`src/rtl/muldiv_ctrl_pkg.sv`:
```
// Shared defines for the HI/LO multiply/divide controller: op codes, FSM
// encoding and the stall / divider-start constants.
package muldiv_ctrl_pkg;

  localparam logic [2:0] OP_NOP   = 3'd0;
  localparam logic [2:0] OP_MULT  = 3'd1;
  localparam logic [2:0] OP_MULTU = 3'd2;
  localparam logic [2:0] OP_DIV   = 3'd3;
  localparam logic [2:0] OP_DIVU  = 3'd4;
  localparam logic [2:0] OP_MTHI  = 3'd5;
  localparam logic [2:0] OP_MTLO  = 3'd6;

  localparam logic Stop     = 1'b1;
  localparam logic NoStop   = 1'b0;
  localparam logic DivStart = 1'b1;
  localparam logic DivStop  = 1'b0;

  typedef enum logic [1:0] {
    IDLE    = 2'd0,
    DIV_RUN = 2'd1,
    MUL_RUN = 2'd2,
    DONE    = 2'd3
  } state_e;

endpackage

```
`src/rtl/muldiv_ctrl_hilo_reg.sv`:
```
// Architectural HI/LO register pair. Define HILO_BYPASS_EN to make hi/lo
// show a value being written in the current cycle.
module hilo_reg (
  input  logic        clk,
  input  logic        rst,
  input  logic        hi_we,
  input  logic        lo_we,
  input  logic [31:0] hi_wdata,
  input  logic [31:0] lo_wdata,
  output logic [31:0] hi,
  output logic [31:0] lo
);

  logic [31:0] hi_q;
  logic [31:0] lo_q;

  // HI/LO storage, cleared by reset; reset blocks any same-cycle write
  always_ff @(posedge clk) begin
    if (rst) begin
      hi_q <= 32'd0;
      lo_q <= 32'd0;
    end else begin
      if (hi_we) hi_q <= hi_wdata;
      if (lo_we) lo_q <= lo_wdata;
    end
  end

`ifdef HILO_BYPASS_EN
  assign hi = hi_we ? hi_wdata : hi_q;
  assign lo = lo_we ? lo_wdata : lo_q;
`else
  assign hi = hi_q;
  assign lo = lo_q;
`endif

endmodule

```
`src/rtl/muldiv_ctrl.sv`:
```
// HI/LO-class op controller: sequences the external divider and pipelined
// multiplier, stalls the front end and owns HI/LO (see HILO_BYPASS_EN).
module muldiv_ctrl
  import muldiv_ctrl_pkg::*;
#(
  parameter int unsigned MUL_LAT = 2
) (
  input  logic        clk,
  input  logic        rst,
  input  logic        op_valid,
  input  logic [2:0]  op,
  input  logic [31:0] src1,
  input  logic [31:0] src2,
  input  logic        ex_stall,
  input  logic        flush,
  output logic        stallreq,
  output logic        div_start,
  output logic        div_signed,
  output logic        div_annul,
  output logic [31:0] div_opdata1,
  output logic [31:0] div_opdata2,
  input  logic        div_ready,
  input  logic [63:0] div_result,
  output logic        mul_signed,
  output logic [31:0] mul_ina,
  output logic [31:0] mul_inb,
  input  logic [63:0] mul_result,
  output logic [31:0] hi_o,
  output logic [31:0] lo_o
);

  localparam logic [3:0] LAST_CNT = 4'(MUL_LAT - 1);

  state_e      state_q, state_d;
  logic [31:0] opa_q, opa_d;
  logic [31:0] opb_q, opb_d;
  logic        sign_q, sign_d;
  logic [3:0]  cnt_q, cnt_d;

  logic in_idle, in_div, in_mul, in_done;
  logic issue, start_div, start_mul, wr_mthi, wr_mtlo;
  logic div_wait, div_fin, mul_last, mul_fin;
  logic hi_we, lo_we;
  logic [31:0] hi_wdata, lo_wdata;

  assign in_idle = (state_q == IDLE);
  assign in_div  = (state_q == DIV_RUN);
  assign in_mul  = (state_q == MUL_RUN);
  assign in_done = (state_q == DONE);

  assign issue     = in_idle && op_valid && !flush;
  assign start_div = issue && ((op == OP_DIV) || (op == OP_DIVU));
  assign start_mul = issue && ((op == OP_MULT) || (op == OP_MULTU));
  assign wr_mthi   = issue && !ex_stall && (op == OP_MTHI);
  assign wr_mtlo   = issue && !ex_stall && (op == OP_MTLO);

  // flush outranks a completing divide or the final multiply count
  assign div_wait = in_div && !flush && !div_ready;
  assign div_fin  = in_div && !flush && div_ready;
  assign mul_last = (cnt_q == LAST_CNT);
  assign mul_fin  = in_mul && !flush && mul_last;

  // Next-state and operand-latch decode
  always_comb begin
    state_d = state_q;
    opa_d   = opa_q;
    opb_d   = opb_q;
    sign_d  = sign_q;
    cnt_d   = cnt_q;
    case (state_q)
      IDLE: begin
        if (start_div) begin
          opa_d   = src1;
          opb_d   = src2;
          sign_d  = (op == OP_DIV);
          state_d = DIV_RUN;
        end else if (start_mul) begin
          opa_d   = src1;
          opb_d   = src2;
          sign_d  = (op == OP_MULT);
          cnt_d   = 4'd0;
          state_d = MUL_RUN;
        end else begin
          state_d = IDLE;
        end
      end
      DIV_RUN: begin
        if (flush) begin
          state_d = IDLE;
        end else if (div_ready) begin
          state_d = DONE;
        end else begin
          state_d = DIV_RUN;
        end
      end
      MUL_RUN: begin
        if (flush) begin
          state_d = IDLE;
        end else if (mul_last) begin
          state_d = DONE;
        end else begin
          cnt_d = cnt_q + 4'd1;
        end
      end
      DONE: begin
        if (flush || !ex_stall) begin
          state_d = IDLE;
        end else begin
          state_d = DONE;
        end
      end
      default: state_d = IDLE;
    endcase
  end

  // FSM state, latched operands and multiply latency counter
  always_ff @(posedge clk) begin
    if (rst) begin
      state_q <= IDLE;
      opa_q   <= 32'd0;
      opb_q   <= 32'd0;
      sign_q  <= 1'b0;
      cnt_q   <= 4'd0;
    end else begin
      state_q <= state_d;
      opa_q   <= opa_d;
      opb_q   <= opb_d;
      sign_q  <= sign_d;
      cnt_q   <= cnt_d;
    end
  end

  assign hi_we    = !rst && (div_fin || mul_fin || wr_mthi);
  assign lo_we    = !rst && (div_fin || mul_fin || wr_mtlo);
  assign hi_wdata = div_fin ? div_result[63:32] : (mul_fin ? mul_result[63:32] : src1);
  assign lo_wdata = div_fin ? div_result[31:0]  : (mul_fin ? mul_result[31:0]  : src1);

  // Stall and unit controls are combinational so they rise/fall in the deciding cycle
  assign stallreq    = (!rst && (start_div || start_mul || div_wait || (in_mul && !flush && !mul_last)))
                       ? Stop : NoStop;
  assign div_start   = (!rst && div_wait) ? DivStart : DivStop;
  assign div_signed  = !rst && in_div && sign_q;
  assign div_annul   = !rst && in_div && flush;
  assign div_opdata1 = (!rst && in_div) ? opa_q : 32'd0;
  assign div_opdata2 = (!rst && in_div) ? opb_q : 32'd0;
  assign mul_signed  = !rst && in_mul && sign_q;
  assign mul_ina     = (!rst && in_mul) ? opa_q : 32'd0;
  assign mul_inb     = (!rst && in_mul) ? opb_q : 32'd0;

  hilo_reg u_hilo (
    .clk      (clk),
    .rst      (rst),
    .hi_we    (hi_we),
    .lo_we    (lo_we),
    .hi_wdata (hi_wdata),
    .lo_wdata (lo_wdata),
    .hi       (hi_o),
    .lo       (lo_o)
  );

  logic unused_done;
  assign unused_done = in_done;

endmodule

```
`config.mk`:
```
export PLATFORM = sky130hd
export DESIGN_NAME = muldiv_ctrl
export DESIGN_NICKNAME = d
export VERILOG_FILES = /design/src/rtl/muldiv_ctrl_pkg.sv /design/src/rtl/muldiv_ctrl_hilo_reg.sv /design/src/rtl/muldiv_ctrl.sv
export SDC_FILE = /design/constraint.sdc
export NUM_CORES = 1
export LEC_CHECK = 0
export ABC_AREA = 1
export CAP_MARGIN = 5
export CORE_AREA = 2 2 165 167
export DETAILED_ROUTE_END_ITERATION = 10
export DIE_AREA = 0 0 167 169
export GPL_TIMING_DRIVEN = 0
export PLACE_DENSITY = 0.71
export SYNTH_ARGS = -nofsm -noshare
export SYNTH_HDL_FRONTEND = slang
export SYNTH_SLANG_ARGS = --single-unit
```
`constraint.sdc`:
```
create_clock -name clk -period 3 [get_ports clk]
set_input_delay 0.75 -clock clk [delete_from_list [all_inputs] [get_ports clk]]
set_output_delay 0.75 -clock clk [all_outputs]
set_load 0.05 [all_outputs]
```
==> impl_table.tex, run 1 <==
\begin{tabular}{lr}
\hline
Metric & Value \\
\hline
\multicolumn{2}{l}{\textbf{Worst setup path}} \\
CP startpoint kind & input pin \\
Critical path endpoint category & primary output \\
Crit-path max FO & 6 \\
Req. time, crit path & 2250 ps \\
Worst EP arrival & 2180 ps \\
Setup Crit Path Kind & input pin to primary output \\
Worst r2r path cells & 8 \\
\multicolumn{2}{l}{\textbf{Synth}} \\
Number of distinct library cells after synthesis & 23 \\
Synthesized netlist cell count & 1374 \\
Most area-hungry cell type in the Yosys netlist & dfxtp\_1 \\
Flip-flop and latch count after synthesis & 135 \\
Register area share after synthesis & 34.6\% \\
Syn Area/Cell & 5.69 sq um \\
Main area contributors after synthesis & dfxtp\_1 35\%, nor2\_1 20\%, nand2\_1 15\%, inv\_1 9.9\%, nand3\_1 4.9\% \\
Mapped cell area & 7820 sq um \\
Net Count, Synth & 1577 \\
Top cell type's share of synthesized area & 34.6\% \\
Yosys warning total & 0 \\
\multicolumn{2}{l}{\textbf{Flow run}} \\
Number of maximum-capacitance constraint violations & 0 \\
\multicolumn{2}{l}{\textbf{Routing}} \\
Via count & 9804 \\
Antenna-violating nets left & 0 \\
Wire length per cell after detailed routing & 16.4 microns \\
Drt total wl & 35.1 mm \\
Number of DRC markers in iteration 0 & 683 \\
DRC & 0 \\
Ratio of routed vias to standard cells & 4.57 \\
Router iterations before antenna repair & 5 \\
\multicolumn{2}{l}{\textbf{STA}} \\
Fmax & 0.341 GHz \\
Worst clock skew on the final layout & 13.1 ps \\
Worst slew margin relative to its limit & 54.7\% \\
\# setup viols final & 0 \\
Portion of the clock cycle consumed by the worst path in the final layout & 97.8\% \\
Final Max Slew Viols & 0 \\
Slew at the pin closest to its max-slew limit & 679 ps \\
RSZ-0062 raised after global routing & true \\
Final-layout setup total negative slack & 0 ps \\
Crit path time final & 2930 ps \\
Hold violation count in the final report & 0 \\
Final Hold Slack & 494 ps \\
\multicolumn{2}{l}{\textbf{Min path}} \\
Hold path cells & 2 \\
Hold crit path type & register to register \\
\multicolumn{2}{l}{\textbf{Clocking}} \\
CTS Hold Bufs & 0 \\
TritonCTS Buffers & 17 \\
Clock slew at the register clock pins of the worst setup and hold paths & 50 ps \\
Clock latency on the worst-skew pair & 420 ps \\
Clock Tree Buf Depth & 2 \\
Clock tree from TritonCTS & built \\
Clock root cell & clkbuf\_16 \\
H-tree depth reported by CTS & 4 \\
\# clock sinks & 135 \\
\multicolumn{2}{l}{\textbf{Cells and area}} \\
Area added between synthesis and finish & 59.5\% \\
Antenna diode instance count & 0 \\
Leading cell type in the layout, fill and taps excluded & nor2\_1 \\
Final layout net count & 1993 \\
Most used cells in the layout excluding fill and tap cells & 407 x nor2\_1, 307 x nand2\_1, 263 x clkdlybuf4s50\_1 \\
Share of the core filled with cells & 47.0\% \\
Filler cell count in the final layout & 2825 \\
Fraction of layout instances using a drive strength above 1 & 13.0\% \\
\multicolumn{2}{l}{\textbf{Power}} \\
Static leakage & 6.27 nW \\
Areal power density over the cells & 417 nW/um\^{}2 \\
IR Drop Worst-Case VDD & 0.304 mV \\
\multicolumn{2}{l}{\textbf{Global routing}} \\
Wire length of the first global-routing pass & 53.2 mm \\
Antenna violations before repair & 1 \\
Overflow after GRT & 0 \\
Met1 track demand over resource in global routing & 30.2\% \\
Fraction of met2 tracks used by global routing & 41.8\% \\
Overall track demand over capacity in global routing & 24.1\% \\
Maximum number of pins on one net before global-route repair & 17 \\
GRT busiest layer & met2 \\
Number of global-route vias before repair & 9756 \\
Met3 GRT Util & 4.12\% \\
\multicolumn{2}{l}{\textbf{Floorplanning}} \\
Standard cell core area & 26500 sq um \\
Io pins & 398 \\
Die X-Extent & 167 microns \\
Vertical die dimension & 169 microns \\
Initial cell density of the core & 29.5\% \\
Row count & 60 \\
Area enclosed by the die boundary & 28200 sq um \\
\multicolumn{2}{l}{\textbf{Run status}} \\
Result of the run & finished, final reports clean \\
\multicolumn{2}{l}{\textbf{Placed design}} \\
Number of port buffers & 397 \\
Estimated wirelength of the detail-placed design & 28.0 mm \\
Routability-driven placement congestion ratio & 0.895 \\
\hline
\end{tabular}
[registers in the layout, indices dropped and copies added (netlist names)]
signal     cells
u_hilo.lo     32
sign_q         1
u_hilo.hi     32
state_q        2
opb_q         32
cnt_q          4
opa_q         32
[final timing paths]
| kind | from | end | slack [ps] |
|---|---|---|---|
| worst min register to register | sign_q$_SDFFE_PP0P_ | sign_q$_SDFFE_PP0P_ | 490 |
| worst max register to register | state_q[0]$_SDFFE_PP0P_ | u_hilo.lo[1]$_SDFFE_PP0P_ | 1160 |
| worst max-delay path | flush | stallreq | 70 |
| worst min-delay path | sign_q$_SDFFE_PP0P_ | sign_q$_SDFFE_PP0P_ | 490 |
[Yosys cell counts]
master,n
o21ai_1,6
a31oi_1,3
nor2_2,2
clkbuf_1,22
nand4_1,2
nor2_1,409
buf_2,48
buf_1,5
inv_1,206
o211ai_1,1
nand2_2,4
or2_2,1
inv_2,4
buf_6,8
nand3_2,1
ha_1,2
nor2_4,3
clkinv_1,1
nand3_1,76
nand2_1,307
o21ai_0,61
a21oi_1,67
dfxtp_1,135
[metal layers]
layer / up-vias / wire, microns
met1: 4420 / 15000
met2: 413 / 16700
met4: 0 / 899
met5: - / 0
met3: 55 / 2490
li1: 4916 / -
[stage by stage]
step / cell area, sq um / cells / setup slack [ps] / power (mW)
after floorplan: 7820 / 1374 / 242 / 2.46
after global placement: 12200 / 2112 / -1370 / 2.96
after detailed placement: 12200 / 2112 / -1410 / 2.97
after CTS: 12500 / 2143 / 57.6 / 5.23
after global routing: 12500 / 2143 / -7.83 / 5.40
final: 12500 / 2143 / 65.7 / 5.19
[final cells by class]
| cell class | instances | area [sq um] | share of cell area [%] |
|---|---|---|---|
| repair buffers | 397 | 3540 | 28.4 |
| plain buffers | 83 | 473 | 3.79 |
| flip-flops and latches | 135 | 2700 | 21.7 |
| well taps | 341 | 427 | 3.42 |
| inverters | 211 | 797 | 6.39 |
| clock buffers | 23 | 468 | 3.75 |
| clock inverters | 8 | 146 | 1.17 |
| multi-input cells | 945 | 3910 | 31.4 |
[logic make-up (layout without fill, tap and decap cells)]
group	Yosys count	in the layout	synth area share, %
AND/OR/NAND/NOR	805	805	40.5
adder cells (fa/ha/maj)	2	2	0.320
buffers and inverters	294	722	15.7
AO/OA/AOI/OAI	138	138	8.92
flip-flops	135	135	34.6
[worst max-delay path, stage by stage]
cell             delay (ps)
clkdlybuf4s50_1         530
inv_2                   110
nand3_1                 150
nor2_2                   70
nor2_2                  240
a31oi_1                 120
buf_4                   210
[what timing repair did]
item / in CTS / in global routing
setup endpoints to repair: 133 / 3
buffers inserted: 0 / 0
resized for setup: 595 / 5
cloned: 0 / 0
pin swaps: 0 / 0
[power breakdown]
group,internal [mW],switching [mW]
registers,1.90,0.0584
logic,0.426,0.555
clock network,1.43,0.827
Power figures use the tool's default switching activity.
==> run 2, diff against run 1 <==
--- a/config.mk
+++ b/config.mk
@@ -11,7 +11,7 @@
 export DETAILED_ROUTE_END_ITERATION = 10
 export DIE_AREA = 0 0 167 169
 export GPL_TIMING_DRIVEN = 0
-export PLACE_DENSITY = 0.71
+export PLACE_DENSITY = 0.64
 export SYNTH_ARGS = -nofsm -noshare
 export SYNTH_HDL_FRONTEND = slang
 export SYNTH_SLANG_ARGS = --single-unit
==> constraint.sdc (replaced) <==
create_clock -name clk -period 3.7 [get_ports clk]
set_input_delay 0.925 -clock clk [delete_from_list [all_inputs] [get_ports clk]]
set_output_delay 0.925 -clock clk [all_outputs]
set_load 0.05 [all_outputs]
==> run 2 against run 1 <==
Global-route usage fell by 0.59 points. Clock-buffer cell count fell by 5. Core utilization up 0.76 points. Via count fell by 2.3%. Cell count rose by 0.14%. Final area up 1.6%. Die area is the same.
==> impl_table.tex, run 2 (synthesis gave the netlist of run 1 again) <==
\begin{tabular}{lr}
\hline
Metric & Value \\
\hline
\multicolumn{2}{l}{\textbf{Global routing}} \\
Number of global-route vias before repair & 9371 (-3.9\%) \\
GRT busiest layer & met2 \\
Antenna violations before repair & 2 (+1) \\
Wire length of the first global-routing pass & 51.9 mm (-2.4\%) \\
Overflow after GRT & 0 (unchanged) \\
Overall track demand over capacity in global routing & 23.5\% (-0.59 points) \\
Maximum number of pins on one net before global-route repair & 17 (unchanged) \\
Met3 GRT Util & 5.47\% (+1.4 points) \\
Met1 track demand over resource in global routing & 29.6\% (-0.58 points) \\
Fraction of met2 tracks used by global routing & 39.0\% (-2.8 points) \\
\multicolumn{2}{l}{\textbf{Floorplanning}} \\
Die X-Extent & 167 microns (unchanged) \\
Vertical die dimension & 169 microns (unchanged) \\
Initial cell density of the core & 29.5\% (unchanged) \\
Standard cell core area & 26500 sq um (unchanged) \\
Area enclosed by the die boundary & 28200 sq um (unchanged) \\
Io pins & 398 (unchanged) \\
Row count & 60 (unchanged) \\
\multicolumn{2}{l}{\textbf{Flow run}} \\
Number of maximum-capacitance constraint violations & 0 (unchanged) \\
\multicolumn{2}{l}{\textbf{Placed design}} \\
Estimated wirelength of the detail-placed design & 27.5 mm (-1.9\%) \\
Instance area after placement & 12200 sq um (unchanged) \\
Routability-driven placement congestion ratio & 0.897 (+0.23\%) \\
Number of instances in the placed design & 2112 (unchanged) \\
Number of port buffers & 397 (unchanged) \\
\multicolumn{2}{l}{\textbf{Worst setup path}} \\
Worst EP arrival & 2690 ps (+510 ps) \\
Critical path endpoint category & primary output \\
Slowest cell on the critical path & clkdlybuf4s15\_1 \\
Crit. Startpoint & rst \\
Crit-path max FO & 10 (+4) \\
Cell Chain, Critical Path & dlygate4sd2\_1, clkinv\_4, nand3\_2, buf\_4, buf\_2, nor2\_1, clkdlybuf4s15\_1 \\
Setup Crit Path Kind & input pin to primary output \\
R2R Path Start & state\_q[1]\$\_SDFFE\_PP0P\_ \\
Req. time, crit path & 2770 ps (+520 ps) \\
CP startpoint kind & input pin \\
Critical path buffer and inverter count & 5 (+2) \\
Top delay family on crit path & buffers and inverters \\
Delay of the slowest cell on the worst path & 530 ps (about the same) \\
\multicolumn{2}{l}{\textbf{STA}} \\
Fmax & 0.277 GHz \\
\# setup viols final & 0 (unchanged) \\
Final Max Slew Viols & 0 (unchanged) \\
Portion of the clock cycle consumed by the worst path in the final layout & 97.6\% \\
Slew at the pin closest to its max-slew limit & 636 ps (-43.8 ps) \\
Worst slew margin relative to its limit & 57.6\% (+2.9 points) \\
Hold violation count in the final report & 0 (unchanged) \\
RSZ-0062 raised after global routing & false \\
Final Hold Slack & 491 ps (-3.01 ps) \\
Crit path time final & 3610 ps \\
Worst clock skew on the final layout & 8.12 ps (-4.95 ps) \\
\multicolumn{2}{l}{\textbf{Routing}} \\
Drt total wl & 34.4 mm (-2.1\%) \\
Router iterations before antenna repair & 5 (unchanged) \\
Wire length per cell after detailed routing & 16.0 microns (-2.2\%) \\
Number of DRC markers in iteration 0 & 665 (-2.6\%) \\
Ratio of routed vias to standard cells & 4.46 (-2.5\%) \\
DRC & 0 (unchanged) \\
Via count & 9576 (-2.3\%) \\
Antenna-violating nets left & 0 (unchanged) \\
\multicolumn{2}{l}{\textbf{Run status}} \\
Result of the run & finished, final reports clean \\
\multicolumn{2}{l}{\textbf{Power}} \\
Total power draw & 4.06 mW (-22\%) \\
Switching share of power & 30.5\% (+2.7 points) \\
Portion of total power attributed to the clock network & 41.7\% (-1.8 points) \\
Areal power density over the cells & 320 nW/um\^{}2 (-23\%) \\
Cell internal pwr & 2.82 mW (-25\%) \\
Power spent charging and discharging nets & 1.24 mW (-14\%) \\
Static leakage & 6.58 nW (+5.0\%) \\
IR Drop Worst-Case VDD & 0.190 mV (-38\%) \\
Logic pwr share & 19.4\% (+0.5 points) \\
Register share of total power & 39.0\% (+1.4 points) \\
\multicolumn{2}{l}{\textbf{Min path}} \\
Hold crit path type & register to register \\
Source of the worst hold timing path & sign\_q\$\_SDFFE\_PP0P\_ \\
\multicolumn{2}{l}{\textbf{Cells and area}} \\
Fraction of layout instances using a drive strength above 1 & 6.32\% (-6.7 points) \\
Leading cell type in the layout, fill and taps excluded & nor2\_1 \\
Filler-free cell count of the finished design & 2146 (+0.14\%) \\
Final layout net count & 1993 (unchanged) \\
Share of the core filled with cells & 47.8\% (+0.76 points) \\
Most used cells in the layout excluding fill and tap cells & 409 x nor2\_1, 307 x nand2\_1, 274 x clkdlybuf4s50\_1 \\
Area added between synthesis and finish & 62.1\% \\
Summed area of non-filler cells in the final layout & 12700 sq um (+1.6\%) \\
\multicolumn{2}{l}{\textbf{Clocking}} \\
TritonCTS Buffers & 17 (unchanged) \\
Clock tree from TritonCTS & built \\
Clock latency on the worst-skew pair & 420 ps (about the same) \\
Clock slew at the register clock pins of the worst setup and hold paths & 60 ps (about the same) \\
CTS-repair resized insts & 136 (-77\%) \\
Clock root cell & clkbuf\_16 \\
CTS Hold Bufs & 0 (unchanged) \\
Post-CTS Setup Repair Bufs & 0 (unchanged) \\
Clock Tree Buf Depth & 2 (unchanged) \\
\# clock sinks & 135 (unchanged) \\
H-tree depth reported by CTS & 4 (unchanged) \\
\hline
\end{tabular}
==> run 2: cell types whose count changed in the layout (fill, tap and decap cells not counted), sizes merged <==
cell / change
diode: +2
clkdlybuf4s18: +1
dlymetal6s2s: +3
clkinvlp: +3
dlygate4sd2: +106
clkdlybuf4s15: -31
bufinv: -3
clkdlybuf4s50: +11
inv: +6
buf: -95
==> run 2: layout make-up <==
| cell class | count | area (sq um) |
|---|---|---|
| Fill cell | 2811 | 13800 |
| Tap cell | 341 | 427 |
| Sequential cell | 135 | 2700 |
| Timing Repair Buffer | 397 | 3820 |
| Antenna cell | 2 | 5.00 |
| Inverter | 211 | 797 |
| Buffer | 83 | 450 |
| Clock buffer | 18 | 429 |
| Clock inverter | 14 | 139 |
| Multi-Input combinational cell | 945 | 3890 |
==> run 2: per-stage QoR <==
step,TNS (ps),setup WS (ps)
global route,0,6.74
floorplan,0,592
CTS,0,24.0
global placement,-106010,-1050
finish,0,88.2
detailed placement,-107260,-1060
==> run 2: final timing paths <==
path	end	slack [ps]	cells after the start
max	div_opdata2[21]	90	7
max reg2reg	u_hilo.lo[6]$_SDFFE_PP0P_	1920	6
min reg2reg	sign_q$_SDFFE_PP0P_	490	2
min	sign_q$_SDFFE_PP0P_	490	2
==> run 2: power by group through the flow <==
stage | logic (mW) | clock network [mW] | registers [mW]
after floorplan | 0.312 | 0 | 1.68
after global placement | 0.787 | 0 | 1.61
after detailed placement | 0.790 | 0 | 1.61
after CTS | 0.790 | 1.72 | 1.58
after global routing | 0.858 | 1.80 | 1.59
final | 0.786 | 1.69 | 1.58
==> run 2: worst reg2reg max path, stage by stage, from the launching register on <==
cell	delay, ps
dfxtp_1	410
inv_2	80
nand4_1	190
buf_2	310
clkbuf_1	430
nand2_1	120
a21oi_1	170
==> run 2: routing by layer <==
| layer | vias up | part of all wire (%) |
|---|---|---|
| met5 | - | 0 |
| met4 | 0 | 3.1 |
| met3 | 53 | 6.8 |
| met2 | 356 | 45 |
| met1 | 4239 | 45 |
| li1 | 4928 | - |
==> run 3, diff against run 2 <==
--- a/config.mk
+++ b/config.mk
@@ -7,9 +7,10 @@
 export LEC_CHECK = 0
 export ABC_AREA = 1
 export CAP_MARGIN = 5
-export CORE_AREA = 2 2 165 167
+export CORE_AREA = 2 2 135 203
 export DETAILED_ROUTE_END_ITERATION = 10
-export DIE_AREA = 0 0 167 169
+export DIE_AREA = 0 0 137 205
+export GPL_ROUTABILITY_DRIVEN = 0
 export GPL_TIMING_DRIVEN = 0
 export PLACE_DENSITY = 0.64
 export SYNTH_ARGS = -nofsm -noshare
==> run 3 against run 2 <==
Critical path depth stayed put. Register-to-register slack got worse by 40 ps. Setup slack worse by 5.5 ps. Final area is 0.63% higher. Non-clock buffer count is the same. Via count rose by 1.8%. Sequential share of layout area down 0.13 points. Sequential power about the same. Flip-flop and latch count unchanged. Clock-buffer cell count grew 4. Global-route usage grew 0.96 points. First-iteration DRC count is 15% lower. Critical endpoint is now div_opdata1[23].
==> impl_table.tex, run 3 (synthesis gave the netlist of run 1 again) <==
\begin{tabular}{lr}
\hline
Metric & Value \\
\hline
\multicolumn{2}{l}{\textbf{Worst setup path}} \\
Critical path endpoint category & primary output \\
Crit-path max FO & 10 (unchanged) \\
Setup Crit Path Kind & input pin to primary output \\
R2R Path Start & state\_q[1]\$\_SDFFE\_PP0P\_ \\
Worst EP arrival & 2690 ps (about the same) \\
CP startpoint kind & input pin \\
Req. time, crit path & 2770 ps (about the same) \\
Crit. Startpoint & rst \\
\multicolumn{2}{l}{\textbf{STA}} \\
Fmax & 0.276 GHz (-0.15\%) \\
RSZ-0062 raised after global routing & true \\
Final Hold Slack & 490 ps (-1.25 ps) \\
Final Max Slew Viols & 0 (unchanged) \\
Least setup slack across all paths after layout & 82.7 ps (-5.52 ps) \\
Slew at the pin closest to its max-slew limit & 695 ps (+59.4 ps) \\
Worst slew margin relative to its limit & 53.7\% (-4.0 points) \\
Hold violation count in the final report & 0 (unchanged) \\
Portion of the clock cycle consumed by the worst path in the final layout & 97.8\% (+0.15 points) \\
\# setup viols final & 0 (unchanged) \\
Crit path time final & 3620 ps (+5.52 ps) \\
Worst clock skew on the final layout & 7.53 ps (-0.593 ps) \\
\multicolumn{2}{l}{\textbf{Clocking}} \\
\# clock sinks & 135 (unchanged) \\
Clock slew at the register clock pins of the worst setup and hold paths & 60 ps (about the same) \\
Clock latency on the worst-skew pair & 420 ps (about the same) \\
Clock Tree Buf Depth & 2 (unchanged) \\
TritonCTS Buffers & 17 (unchanged) \\
H-tree depth reported by CTS & 4 (unchanged) \\
CTS Hold Bufs & 0 (unchanged) \\
Post-CTS Setup Repair Bufs & 0 (unchanged) \\
Clock tree from TritonCTS & built \\
Clock root cell & clkbuf\_16 \\
\multicolumn{2}{l}{\textbf{Cells and area}} \\
Filler cell count in the final layout & 2846 (+1.2\%) \\
Leading cell type in the layout, fill and taps excluded & nor2\_1 \\
Share of the core filled with cells & 48.5\% (+0.66 points) \\
Final layout net count & 1993 (unchanged) \\
FF/Latch Area & 2700 sq um (unchanged) \\
Fraction of layout instances using a drive strength above 1 & 11.8\% (+5.5 points) \\
Area added between synthesis and finish & 63.1\% \\
Area of combinational cells with multiple inputs & 3890 sq um (unchanged) \\
Most used cells in the layout excluding fill and tap cells & 409 x nor2\_1, 307 x nand2\_1, 264 x clkdlybuf4s50\_1 \\
\multicolumn{2}{l}{\textbf{Routing}} \\
Via count & 9744 (+1.8\%) \\
Antenna-violating nets left & 0 (unchanged) \\
Drt total wl & 35.6 mm (+3.4\%) \\
Wire length per cell after detailed routing & 16.6 microns (+3.6\%) \\
Number of DRC markers in iteration 0 & 567 (-15\%) \\
Router iterations before antenna repair & 7 (+2) \\
DRC & 0 (unchanged) \\
Ratio of routed vias to standard cells & 4.55 (+2.0\%) \\
\multicolumn{2}{l}{\textbf{Power}} \\
Register share of total power & 36.6\% (-2.4 points) \\
IR Drop Worst-Case VDD & 0.313 mV (+65\%) \\
Power spent charging and discharging nets & 1.19 mW (-4.0\%) \\
Areal power density over the cells & 339 nW/um\^{}2 (+5.9\%) \\
Switching share of power & 27.4\% (-3.0 points) \\
Cell internal pwr & 3.14 mW (+11\%) \\
Portion of total power attributed to the clock network & 45.2\% (+3.5 points) \\
Logic pwr share & 18.3\% (-1.1 points) \\
Static leakage & 6.25 nW (-5.0\%) \\
\multicolumn{2}{l}{\textbf{Global routing}} \\
Overflow after GRT & 0 (unchanged) \\
Overall track demand over capacity in global routing & 24.5\% (+0.96 points) \\
Wire length of the first global-routing pass & 52.3 mm (+0.77\%) \\
Number of global-route vias before repair & 9412 (+0.44\%) \\
Maximum number of pins on one net before global-route repair & 17 (unchanged) \\
Antenna violations before repair & 3 (+1) \\
\multicolumn{2}{l}{\textbf{Placed design}} \\
Estimated wirelength of the detail-placed design & 28.4 mm (+3.5\%) \\
Post-Place Setup Slack & -990 ps (+70.0 ps) \\
Number of port buffers & 397 (unchanged) \\
\multicolumn{2}{l}{\textbf{Floorplanning}} \\
Vertical die dimension & 205 microns (+21\%) \\
Die X-Extent & 137 microns (-18\%) \\
Row count & 73 (+22\%) \\
Standard cell core area & 26300 sq um (-0.74\%) \\
Initial cell density of the core & 29.7\% (+0.22 points) \\
Area enclosed by the die boundary & 28100 sq um (-0.49\%) \\
Io pins & 398 (unchanged) \\
\multicolumn{2}{l}{\textbf{Min path}} \\
Source of the worst hold timing path & sign\_q\$\_SDFFE\_PP0P\_ \\
Hold crit path type & register to register \\
\multicolumn{2}{l}{\textbf{Run status}} \\
Result of the run & finished, final reports clean \\
\multicolumn{2}{l}{\textbf{Flow run}} \\
Number of maximum-capacitance constraint violations & 0 (unchanged) \\
\hline
\end{tabular}
==> run 3: area by class of cell <==
| class | instances | share of cell area, % |
|---|---|---|
| Inverter | 211 | 6.25 |
| Clock inverter | 10 | 1.51 |
| Antenna cell | 1 | 0.0196 |
| Clock buffer | 22 | 3.72 |
| Tap cell | 337 | 3.31 |
| Sequential cell | 135 | 21.2 |
| Multi-Input combinational cell | 945 | 30.5 |
| Buffer | 83 | 3.69 |
| Timing Repair Buffer | 397 | 29.8 |
==> run 3: final timing paths <==
kind              cells after the start                          to  slack [ps]
setup reg to reg                      8  u_hilo.lo[10]$_SDFFE_PP0P_        1880
hold / removal                        2         sign_q$_SDFFE_PP0P_         490
hold reg to reg                       2         sign_q$_SDFFE_PP0P_         490
setup / recovery                      7             div_opdata1[23]          80
==> run 3: power groups by stage <==
stage,Clock [mW],Sequential (mW),Combinational [mW]
after floorplan,0,1.68,0.312
after global placement,0,1.61,0.786
after detailed placement,0,1.61,0.790
after CTS,1.98,1.58,0.794
after global routing,2.04,1.59,0.862
final,1.95,1.58,0.791
==> run 3: worst max-delay path: stages <==
cell	delay (ps)
clkdlybuf4s50_1	510
clkinv_4	160
nand3_2	190
buf_6	210
buf_4	180
nor2_1	120
clkdlybuf4s15_2	390
==> run 3: timing repair <==
item,in CTS,in global routing
endpoints found under the setup margin,133,80
resized for setup,285,98
hold endpoints to repair,0,0
==> run 3: stage by stage <==
| step | setup TNS [ps] | instance area [sq um] | instances | total power, mW |
|---|---|---|---|---|
| global route | -67.9 | 12700 | 2141 | 4.49 |
| global placement | -102810 | 12200 | 2108 | 2.40 |
| floorplan | 0 | 7820 | 1374 | 1.99 |
| finish | 0 | 12700 | 2141 | 4.33 |
| CTS | -49.5 | 12900 | 2140 | 4.35 |
| detailed placement | -103010 | 12200 | 2108 | 2.40 |
==> run 3: per-layer routing <==
metal	share of wire, %	GRT usage [%]
met1	40	27.9
met3	6.1	4.90
met4	3.5	9.28
met2	51	44.3
met5	0.039	0
